===== src/rtl/demux4_dispatch_sched_if.sv =====
// Upstream word handshake, demux output lanes and per-lane credit return
// for the 4-lane dispatch scheduler.
interface demux4_dispatch_sched_if #(
    parameter int DATA_WIDTH = 8
);
    logic                  in_valid;
    logic [DATA_WIDTH-1:0] in_data;
    logic                  in_ready;
    logic [1:0]            sel;
    logic [DATA_WIDTH-1:0] out_data;
    logic [3:0]            out_valid;
    logic [3:0]            credit_ret;

    modport master (
        output in_valid, in_data, credit_ret,
        input  in_ready, sel, out_data, out_valid
    );

    modport slave (
        input  in_valid, in_data, credit_ret,
        output in_ready, sel, out_data, out_valid
    );
endinterface


===== src/rtl/demux4_dispatch_sched.sv =====
// Round-robin 1:4 dispatch scheduler with per-lane credit tracking.
// Feeds one upstream stream to four PE input FIFOs without overrunning any of them.
module demux4_dispatch_sched #(
    parameter int DATA_WIDTH = 8,
    parameter int CREDITS    = 2,
    parameter int CW         = 4
) (
    input  logic                          clk,
    input  logic                          reset,
    input  logic                          en,
    input  logic [3:0]                    lane_mask,
    demux4_dispatch_sched_if.slave        bus,
    output logic                          credit_err,
    output logic [2:0]                    busy_cnt
);

    localparam logic [CW-1:0] CREDIT_MAX = CW'(CREDITS);

    logic [1:0]            rr_ptr;
    logic [3:0][CW-1:0]    credit_q;
    logic [3:0][CW-1:0]    credit_d;
    logic [3:0]            eligible;
    logic [1:0]            grant;
    logic [1:0]            idx;
    logic                  found;
    logic                  xfer;
    logic [3:0]            dispatch;
    logic                  ret_err;
    logic [2:0]            busy_d;
    logic [1:0]            sel_q;
    logic [DATA_WIDTH-1:0] data_q;
    logic [3:0]            strobe_q;

    always_comb begin
        eligible = 4'b0000;
        for (int i = 0; i < 4; i++) begin
            eligible[i] = lane_mask[i] && (credit_q[i] != '0);
        end
    end

    // First eligible lane at or after rr_ptr, wrapping modulo 4.
    always_comb begin
        grant = 2'd0;
        idx   = 2'd0;
        found = 1'b0;
        for (int k = 0; k < 4; k++) begin
            idx = rr_ptr + 2'(k);
            if (!found && eligible[idx]) begin
                found = 1'b1;
                grant = idx;
            end
        end
    end

    assign bus.in_ready = en && found;
    assign xfer         = bus.in_valid && bus.in_ready;
    assign dispatch     = xfer ? (4'b0001 << grant) : 4'b0000;

    // A same-cycle dispatch and return cancel; a return on a full lane saturates and flags.
    always_comb begin
        credit_d = credit_q;
        ret_err  = 1'b0;
        busy_d   = 3'd0;
        for (int i = 0; i < 4; i++) begin
            if (dispatch[i] && !bus.credit_ret[i]) begin
                credit_d[i] = credit_q[i] - CW'(1);
            end else if (!dispatch[i] && bus.credit_ret[i]) begin
                if (credit_q[i] == CREDIT_MAX) begin
                    ret_err = 1'b1;
                end else begin
                    credit_d[i] = credit_q[i] + CW'(1);
                end
            end
            if (credit_d[i] == '0) begin
                busy_d = busy_d + 3'd1;
            end
        end
    end

    always_ff @(posedge clk or posedge reset) begin
        if (reset) begin
            rr_ptr     <= 2'd0;
            credit_q   <= {4{CREDIT_MAX}};
            sel_q      <= 2'd0;
            data_q     <= '0;
            strobe_q   <= 4'b0000;
            credit_err <= 1'b0;
            busy_cnt   <= 3'd0;
        end else begin
            credit_q <= credit_d;
            busy_cnt <= busy_d;
            strobe_q <= dispatch;
            if (ret_err) begin
                credit_err <= 1'b1;
            end
            if (xfer) begin
                sel_q  <= grant;
                data_q <= bus.in_data;
                rr_ptr <= grant + 2'd1;
            end
        end
    end

    assign bus.sel       = sel_q;
    assign bus.out_data  = data_q;
    assign bus.out_valid = strobe_q;

endmodule


===== src/flat_wrapper.sv =====
// flat-port wrapper written by rule: the top's interface ports become plain ports
module demux4_dispatch_sched_flat 
#(
    parameter int DATA_WIDTH = 8,
    parameter int CREDITS    = 2,
    parameter int CW         = 4
)
  (clk, reset, en, lane_mask, credit_err, busy_cnt, bus_in_valid, bus_in_data, bus_credit_ret, bus_in_ready, bus_sel, bus_out_data, bus_out_valid);
  demux4_dispatch_sched_if #(.DATA_WIDTH(DATA_WIDTH)) bus_i ();
  input  logic clk;
  input  logic reset;
  input  logic en;
  input  logic [3:0] lane_mask;
  output logic credit_err;
  output logic [2:0] busy_cnt;
  input wire logic [$bits(bus_i.in_valid)-1:0] bus_in_valid;
  input wire logic [$bits(bus_i.in_data)-1:0] bus_in_data;
  input wire logic [$bits(bus_i.credit_ret)-1:0] bus_credit_ret;
  output wire logic [$bits(bus_i.in_ready)-1:0] bus_in_ready;
  output wire logic [$bits(bus_i.sel)-1:0] bus_sel;
  output wire logic [$bits(bus_i.out_data)-1:0] bus_out_data;
  output wire logic [$bits(bus_i.out_valid)-1:0] bus_out_valid;
  assign bus_i.in_valid = bus_in_valid;
  assign bus_i.in_data = bus_in_data;
  assign bus_i.credit_ret = bus_credit_ret;
  assign bus_in_ready = bus_i.in_ready;
  assign bus_sel = bus_i.sel;
  assign bus_out_data = bus_i.out_data;
  assign bus_out_valid = bus_i.out_valid;
  demux4_dispatch_sched #(.DATA_WIDTH(DATA_WIDTH), .CREDITS(CREDITS), .CW(CW)) u_core (.clk(clk), .reset(reset), .en(en), .lane_mask(lane_mask), .bus(bus_i), .credit_err(credit_err), .busy_cnt(busy_cnt));
endmodule

===== config.mk =====
export PLATFORM = sky130hd
export DESIGN_NAME = demux4_dispatch_sched_flat
export DESIGN_NICKNAME = d
export VERILOG_FILES = /design/src/rtl/demux4_dispatch_sched_if.sv /design/src/rtl/demux4_dispatch_sched.sv /design/src/flat_wrapper.sv
export SDC_FILE = /design/constraint.sdc
export NUM_CORES = 1
export LEC_CHECK = 0
export ABC_AREA = 1
export ABC_CLOCK_PERIOD_IN_PS = 4800
export BUFFER_PORTS_ARGS = -buffer_cell sky130_fd_sc_hd__buf_2
export CORE_UTILIZATION = 25
export CTS_CLUSTER_SIZE = 8
export DETAILED_ROUTE_END_ITERATION = 10
export SLEW_MARGIN = 25
export SYNTH_ARGS = -nofsm -noshare
export SYNTH_HDL_FRONTEND = slang
export SYNTH_SLANG_ARGS = --single-unit

===== constraint.sdc =====
create_clock -name clk -period 4.8 [get_ports clk]
set_clock_uncertainty 0.1 [all_clocks]
set_input_delay 0.24 -clock clk [delete_from_list [all_inputs] [get_ports clk]]
set_output_delay 0.24 -clock clk [all_outputs]
set_load 0.1 [all_outputs]

# Yosys cells after proc, flatten, opt, wreduce, memory -nomap -nowiden
# Index checks and enable logic that the tools add are counted.
[totals]
mem_bits_ro = 0
output_inout_bits = 19
ff_bits = 36
latch_bits = 0
memories = 0
ram_bits = 0
[classes]
reduce_logical = 36
n_addsub = 15
n_mux = 45
n_div = 0
shifts = 1
n_lt_le_gt_ge = 4
eq_ne = 4
bitwise_logic = 0
mul = 0
[ops]
columns = ["operator", "n"]
rows = [
  ["2-to-1 mux 4 bit", 13],
  ["2-to-1 mux 1 bit", 21],
  ["logical AND 1 bit", 17],
  ["adder 4 x 1 -> 4 bit (second input constant)", 4],
  ["equality test 4 x 2 -> 1 bit (second input constant)", 4],
  ["zero test 4 bit", 4],
  ["nonzero test 4 bit", 4],
  ["subtractor 4 x 1 -> 4 bit (second input constant)", 4],
  ["< comparator 2 x 3 -> 1 bit (second input constant)", 4],
  ["zero test 1 bit", 11],
  ["2-to-1 mux 3 bit", 3],
  ["binary-select mux 1 bit (select 2 bit)", 4],
  ["2-to-1 mux 2 bit", 4],
  ["adder 3 x 1 -> 3 bit (second input constant)", 2],
  ["adder 2 x 1 -> 2 bit (second input constant)", 2],
  ["adder 2 bit (second input constant)", 2],
  ["left shift 1 x 2 -> 4 bit (first input constant)", 1],
  ["adder 1 x 1 -> 2 bit (second input constant)", 1],
]

# Longest topological paths before layout
# Gate-level depths: netlist (run 1).
[depth]
word_depth = 30
ltp_mapped = 33
ltp_nobuf = 33

# Worst setup path after synthesis (run 1)
# Ideal clock, no wire load.
[synth_timing]
path_kind = "flip-flop to flip-flop"
start = "register u_core.credit_q[8] in the netlist's numbering"
end = "register u_core.busy_cnt[2]"
setup_slack_ns = 0.955
period_less_slack_ns = 3.845
n_path_buf = 1
arrival_ns = 3.629
required_time_ns = 4.583
path_stages_with_launch = 32
setup_ns = 0.117
cell_sequence = "dfrtp_1 inv_1 ha_1 nand3_1 nand3_1 nand2_1 o21ai_2 inv_1 nor3_1 nand2_1 a32oi_1 inv_1 ha_1 nand2_2 or2_1 buf_6 nor2_1 a21oi_1 nand2_2 nor2_4 inv_2 nor2_2 ha_1 inv_1 nand2_1 nand2_1 inv_1 ha_1 nand3_1 inv_1 nand2_1 nand2_1"
[synth_rtl]
columns = ["item", "line", "rtl"]
rows = [
  ["start: declaration", "demux4_dispatch_sched.sv:20", "logic [3:0][CW-1:0] credit_q;"],
  ["start signal: assignment", "demux4_dispatch_sched.sv:83", "credit_q <= {4{CREDIT_MAX}};"],
  ["start signal: assignment", "demux4_dispatch_sched.sv:90", "credit_q <= credit_d;"],
  ["end signal: assignment", "demux4_dispatch_sched.sv:91", "busy_cnt <= busy_d;"],
  ["end: declaration", "demux4_dispatch_sched.sv:14", "output logic [2:0] busy_cnt"],
]

# Worst setup path in the final report (run 1)
[layout_timing]
start = "register u_core.credit_q[12] in the netlist's numbering"
end = "register u_core.busy_cnt[2]"
[layout_via]
word_cells_on_any_way = 63
classes_between = "add/sub: 5; eq/ne: 1; shift: 1; mux: 30; reduce/logical: 26"
[layout_rtl]
columns = ["item", "line", "rtl"]
rows = [
  ["nonzero test 4 bit (*)", "demux4_dispatch_sched.sv:37", "eligible[i] = lane_mask[i] && (credit_q[i] != '0);"],
  ["logical AND 1 bit (*)", "demux4_dispatch_sched.sv:37", ""],
  ["binary-select mux 1 bit (select 2 bit)", "demux4_dispatch_sched.sv:48", "if (!found && eligible[idx]) begin"],
  ["2-to-1 mux 1 bit (implied by the code)", "demux4_dispatch_sched.sv:48", ""],
  ["2-to-1 mux 1 bit", "demux4_dispatch_sched.sv:48", ""],
  ["zero test 1 bit", "demux4_dispatch_sched.sv:48", ""],
  ["logical AND 1 bit", "demux4_dispatch_sched.sv:48", ""],
  ["2-to-1 mux 1 bit", "demux4_dispatch_sched.sv:48", ""],
  ["(+6 left out)", "n/a", ""],
  ["net u_core.grant[0]", "demux4_dispatch_sched.sv:23", "logic [1:0] grant;"],
  ["(+7 left out)", "n/a", ""],
  ["2-to-1 mux 1 bit", "demux4_dispatch_sched.sv:74", "if (credit_d[i] == '0) begin"],
  ["adder 1 x 1 -> 2 bit", "demux4_dispatch_sched.sv:75", "busy_d = busy_d + 3'd1;"],
  ["2-to-1 mux 3 bit", "demux4_dispatch_sched.sv:74", ""],
  ["adder 3 x 1 -> 3 bit", "demux4_dispatch_sched.sv:75", ""],
  ["2-to-1 mux 3 bit", "demux4_dispatch_sched.sv:74", ""],
  ["adder 3 x 1 -> 3 bit", "demux4_dispatch_sched.sv:75", ""],
  ["2-to-1 mux 3 bit (*)", "demux4_dispatch_sched.sv:74", ""],
  ["net u_core.busy_d[2]", "demux4_dispatch_sched.sv:29", "logic [2:0] busy_d;"],
]
# The timed path passes the listed nets; every way through them passes the cells marked *. The select of a mux whose other input is x is not followed.
# A chain may end at the register's enable or synchronous reset.

==> results of run 1 <==
Yosys cell counts, drive strengths merged:
library cell / number / area [um2]
buf: 3 / 27.5
a31oi: 1 / 6.26
xnor2: 3 / 26.3
nand2: 111 / 442
nor2: 22 / 128
clkbuf: 2 / 7.51
or2: 1 / 6.26
and3: 1 / 11.3
inv: 45 / 169
a32oi: 1 / 8.76
o211ai: 1 / 7.51
a21oi: 3 / 22.5
nand4: 4 / 61.3
a21o: 1 / 7.51
o21ai: 14 / 73.8
and2: 3 / 18.8
xor2: 15 / 139
ha: 20 / 250
dfrtp: 32 / 801
dfstp: 4 / 105
nor3: 4 / 20.0
o22ai: 1 / 6.26
a221oi: 1 / 8.76
nand3: 43 / 220
kinds of logic (layout without fill, tap and decap cells):
kind of cell | after synthesis | after routing
AO/OA/AOI/OAI | 23 | 23
XOR/XNOR | 18 | 18
adder cells (fa/ha/maj) | 20 | 20
buffers and inverters | 50 | 93
flip-flops | 36 | 36
AND/OR/NAND/NOR | 189 | 189
area by class of cell:
type,count,area share
clock buffer,8,0.0331
inverter,45,0.0559
timing repair buffer,40,0.0687
sequential,36,0.300
tap,133,0.0550
multi-input combinational,250,0.488
worst min-delay path, delay by kind of cell:
family	cells	cell delay (ns)
buf+inv	1	0.07
simple gates	2	0.09
through the flow:
| stage | setup slack, ns | instance area (um2) | hold slack [ns] |
|---|---|---|---|
| finish | 0.465 | 3020 | 0.0404 |
| global route | 0.102 | 3020 | 0.0591 |
| CTS | 0.349 | 3010 | 0.0306 |
| global placement | 0.624 | 2900 | 0.282 |
| floorplan | 0.955 | 2570 | 0.258 |
| detailed placement | 0.370 | 2900 | 0.298 |
per-layer routing:
metal	up-vias	wire length, um	share of wire
met1	998	2620	0.46
met4	0	48	0.0084
li1	1143	-	-
met3	7	208	0.036
met2	42	2830	0.50
met5	-	0	0
path summary, 6_finish.rpt:
check,cells past startpoint,startpoint,endpoint,slack [ns]
worst max-delay path,29,u_core.credit_q[12],u_core.busy_cnt[2],0.47
worst min-delay path,3,bus_in_data[0],u_core.bus.out_data[0],0.04
worst max register to register,29,u_core.credit_q[12],u_core.busy_cnt[2],0.47
worst min register to register,2,u_core.bus.out_data[1],u_core.bus.out_data[1],0.37
max in group asynchronous,4,reset,u_core.credit_q[1],3.73
min in group asynchronous,4,reset,u_core.credit_q[7],0.50
flip-flops by register name, indices dropped and copies added (netlist names):
name                  flops
u_core.credit_q          16
u_core.bus.out_data       8
u_core.busy_cnt           3
u_core.rr_ptr             2
u_core.bus.out_valid      4
u_core.bus.sel            2
u_core.credit_err         1
what timing repair did:
| item | in CTS | in global routing |
|---|---|---|
| gates resized for setup | 0 | 2 |
| endpoints found under the setup margin | 0 | 2 |
| hold endpoints to repair | 32 | 0 |
| hold buffers | 1 | 0 |
==> flow_metrics.py, run 1 <==
metrics = {
    "status": {
        "status": "finished clean",
    },
    "yosys": {
        "synth-simple-area-share": 0.352,
        "yosysWarnings": 0,
        "synth_cells": 336,
        "syn_area_mm2": 0.00257,
        "seq_area_frac_synth": 0.352,
        "synthAdderAreaFrac": 0.0972,
        "yosys.cell_types.count": 37,
        "syn_area_per_cell_um2": 7.66,
        "synth_xor_area_frac": 0.0642,
        "syn-num-nets": 376,
        "synth_top_family_by_area": "simple AND/OR/NAND/NOR gates",
        "synth-seq-cells": 36,
        "synth-compound-area-share": 0.0549,
        "muxShareOfSynthArea": 0,
    },
    "final_layout": {
        "fin_nets": 418,
        "regArea_um2": 906,
        "drive_above_1_share": 0.227,
        "mostFrequentLayoutCells": "nand2_1 (103), nand3_1 (42), buf_2 (38)",
        "layout_commonest_cell": "nand2_1",
        "areaGrowthSynthToFinish_pct": 17.5,
        "final_core_util": 0.306,
        "antenna_cells": 0,
        "multiInputGateArea_mm2": 0.00147,
        "finalNonFillerCells": 512,
        "nFillCells": 1038,
    },
    "worst_setup_path": {
        "crit_top_cell": "nand2_1",
        "cp_top_family": "simple AND/OR/NAND/NOR gates",
        "cp_max_fo": 6,
        "cp_slowest_cell": "dfrtp_1",
        "crit_buf_inv": 7,
        "cp-end-kind": "register",
        "setup.worst_path.start_class": "register",
        "max_stage_delay_ns": 0.45,
        "crit_arrival_ns": 4.42,
        "worstPathRequired_ns": 4.88,
        "setup.worst_path.class": "register to register",
    },
    "drt": {
        "drt_wl_total_um": 5710,
        "wl_per_cell_um": 11.1,
        "routed_via_density": 4.28,
        "drc": 0,
        "drt-pass1-iter-count": 4,
        "vias": 2190,
        "ant_nets": 0,
        "drtIter0Drc": 59,
    },
    "place": {
        "place.gp.congestion": 0.800,
        "dp.final_hpwl_um": 4380,
        "dpl.cell_count": 503,
        "port_buffers": 38,
    },
    "floorplan": {
        "initial_core_util": 0.261,
        "die-width_um": 103,
        "die_area_mm2": 0.0107,
        "ios": 39,
        "rows": 36,
        "core-area_mm2": 0.00986,
        "die_y_um": 103,
    },
    "hold_path": {
        "hold_class": "primary input to register",
    },
    "grt": {
        "grt_max_degree": 37,
        "grtUsageMet1": 0.140,
        "antenna_found_initial": 0,
        "top_usage_layer": "met2",
        "overflow": 0,
        "use_met3": 0.0228,
        "grt_first_pass_wirelength_um": 9490,
        "use_met2": 0.201,
        "grt_pass1_vias": 2094,
        "grt.total_usage": 0.114,
    },
    "clock_network": {
        "cts_tree": "built",
        "cts_htree_levels": 2,
        "cts_buffers": 5,
        "cts-root-buf": "clkbuf_8",
        "clk_latency_ns": 0.29,
        "clk_path_buf_depth": 2,
        "clk_pin_slew_ns": 0.08,
        "cts_setup_buffers": 0,
        "cts.sinks": 36,
    },
    "sta": {
        "report.final.hold_viol_count": 0,
        "finalMaxSlewViolations": 0,
        "setup_viol_count_final": 0,
        "setup_tns_ns": 0,
        "fin_crit_sh": 0.903,
        "clock.fmax_mhz": 231,
        "fin_crit_ns": 4.33,
        "worstMarginPinSlew_ns": 0.487,
        "rsz0062_at_grt": "no",
        "maxSlewHeadroom": 0.675,
    },
    "flow_run": {
        "max_cap_viol_count": 0,
    },
}
Power of run 1 is left out: the tool's default activity adds up to more than one toggle a clock period on the data nets, which glitch-free logic cannot reach.
==> run 2, diff against run 1 <==
--- a/config.mk
+++ b/config.mk
@@ -8,9 +8,12 @@
 export ABC_AREA = 1
 export ABC_CLOCK_PERIOD_IN_PS = 4800
 export BUFFER_PORTS_ARGS = -buffer_cell sky130_fd_sc_hd__buf_2
+export CELL_PAD_IN_SITES_DETAIL_PLACEMENT = 0
+export CELL_PAD_IN_SITES_GLOBAL_PLACEMENT = 1
 export CORE_UTILIZATION = 25
 export CTS_CLUSTER_SIZE = 8
 export DETAILED_ROUTE_END_ITERATION = 10
+export PLACE_DENSITY_LB_ADDON = 0.1
 export SLEW_MARGIN = 25
 export SYNTH_ARGS = -nofsm -noshare
 export SYNTH_HDL_FRONTEND = slang
==> run 2 against run 1 <==
  * Global-route usage grew 1.1 points
  * Non-clock buffer count is the same
  * Register-to-register slack gained 0.07 ns
  * Die area is the same
  * Critical endpoint unchanged
  * Routed wire length grew 6.5%
==> flow_metrics.py, run 2 (synthesis gave the netlist of run 1 again) <==
metrics = {
    "floorplan": {
        "initial_core_util": 0.261,
        "core-area_mm2": 0.00986,
        "die-width_um": 103,
        "rows": 36,
        "ios": 39,
        "die_area_mm2": 0.0107,
        "die_y_um": 103,
    },
    "worst_setup_path": {
        "cp_slowest_cell": "dfstp_2",
        "worstPathRequired_ns": 4.88,
        "crit_buf_inv": 6,
        "max_stage_delay_ns": 0.58,
        "cp-end-kind": "register",
        "setup.worst_path.class": "register to register",
        "crit_top_cell": "nand3_1",
        "cp_top_family": "simple AND/OR/NAND/NOR gates",
        "crit_arrival_ns": 4.35,
        "cp_max_fo": 5,
        "setup.worst_path.start_class": "register",
    },
    "drt": {
        "drc": 0,
        "routed_via_density": 4.26,
        "drtIter0Drc": 116,
        "drt_wl_total_um": 6080,
        "ant_nets": 0,
        "vias": 2181,
        "wl_per_cell_um": 11.9,
        "drt-pass1-iter-count": 4,
    },
    "final_layout": {
        "mostFrequentLayoutCells": "nand2_1 (103), nand3_1 (42), buf_2 (38)",
        "areaGrowthSynthToFinish_pct": 17.7,
        "largest_register_ffs": 16,
        "layout_commonest_cell": "nand2_1",
        "largest-register": "u_core.credit_q",
        "final_core_util": 0.307,
        "drive_above_1_share": 0.227,
        "antenna_cells": 0,
        "fin_nets": 418,
    },
    "sta": {
        "setup_viol_count_final": 0,
        "fin_crit_sh": 0.889,
        "setup_tns_ns": 0,
        "rsz0062_at_grt": "no",
        "report.final.hold_viol_count": 0,
        "worstMarginPinSlew_ns": 0.499,
        "fin_ws_ns": 0.532,
        "finalMaxSlewViolations": 0,
        "clock.fmax_mhz": 234,
        "fin_crit_ns": 4.27,
        "maxSlewHeadroom": 0.669,
    },
    "place": {
        "dp.final_hpwl_um": 4750,
        "place.gp.congestion": 0.790,
        "port_buffers": 38,
        "pre_cts_slack_ns": 0.352,
    },
    "clock_network": {
        "cts-root-buf": "clkbuf_8",
        "clk_latency_ns": 0.29,
        "cts_buffers": 5,
        "cts_tree": "built",
        "cts_setup_buffers": 0,
        "cts_htree_levels": 2,
        "clk_path_buf_depth": 2,
        "cts.sinks": 36,
        "clk_pin_slew_ns": 0.08,
    },
    "grt": {
        "grtUsageMet1": 0.168,
        "grt_pass1_vias": 2077,
        "grt_max_degree": 37,
        "top_usage_layer": "met2",
        "use_met2": 0.209,
        "use_met3": 0.0235,
        "grt.total_usage": 0.126,
        "overflow": 0,
        "antenna_found_initial": 0,
        "grt_first_pass_wirelength_um": 10200,
    },
    "flow_run": {
        "max_cap_viol_count": 0,
    },
    "status": {
        "status": "finished clean",
    },
    "hold_path": {
        "hold_class": "primary input to register",
    },
}
run 2: cell types whose count changed in the layout (fill, tap and decap cells not counted), sizes merged:
cell,before,now
clkbuf,8,6
bufinv,0,1
clkinv,0,1
run 2: timing repair:
action,4_1_cts,5_1_grt
resized for setup,0,2
hold buffers,1,0
endpoints found under the hold margin,32,0
endpoints found under the setup margin,0,2
run 2: layer usage:
layer  wire (um)  vias up  part of all wire
met5           0        -                 0
met4          59        0            0.0097
met3         191        6             0.031
met2        2830       29              0.47
met1        2990     1001              0.49
li1            -     1145                 -
run 2: final cells by class:
class                      instances  area [um2]
clock buffer                       6        72.6
clock inverter                     2        35.0
fill                            1107        6830
inverter                          45         169
multi-input combinational        250        1470
sequential                        36         906
tap                              133         166
timing repair buffer              40         208
run 2: final timing paths:
check | slack [ns] | to | startpoint | depth (start not counted)
max | 0.53 | u_core.busy_cnt[2] | u_core.credit_q[1] | 29
min | 0.04 | u_core.bus.out_data[3] | bus_in_data[3] | 3
max reg2reg | 0.53 | u_core.busy_cnt[2] | u_core.credit_q[1] | 29
min reg2reg | 0.37 | u_core.bus.out_data[0] | u_core.bus.out_data[0] | 2
max in group asynchronous | 3.73 | u_core.credit_q[9] | reset | 4
min in group asynchronous | 0.50 | u_core.bus.out_valid[2] | reset | 4
run 2: per-stage QoR:
stage / hold WS, ns / std cells / area (um2)
finish: 0.0405 / 512 / 3030
global route: 0.0463 / 512 / 3030
CTS: 0.0320 / 512 / 3020
detailed placement: 0.295 / 503 / 2900
global placement: 0.297 / 503 / 2900
floorplan: 0.258 / 336 / 2570
run 2: tightest hold or removal path, stage by stage:
cell and delay [ns]:
buf_2 0.07, nand2_1 0.04, nand2_1 0.05
Power of run 2 is left out for the same reason.
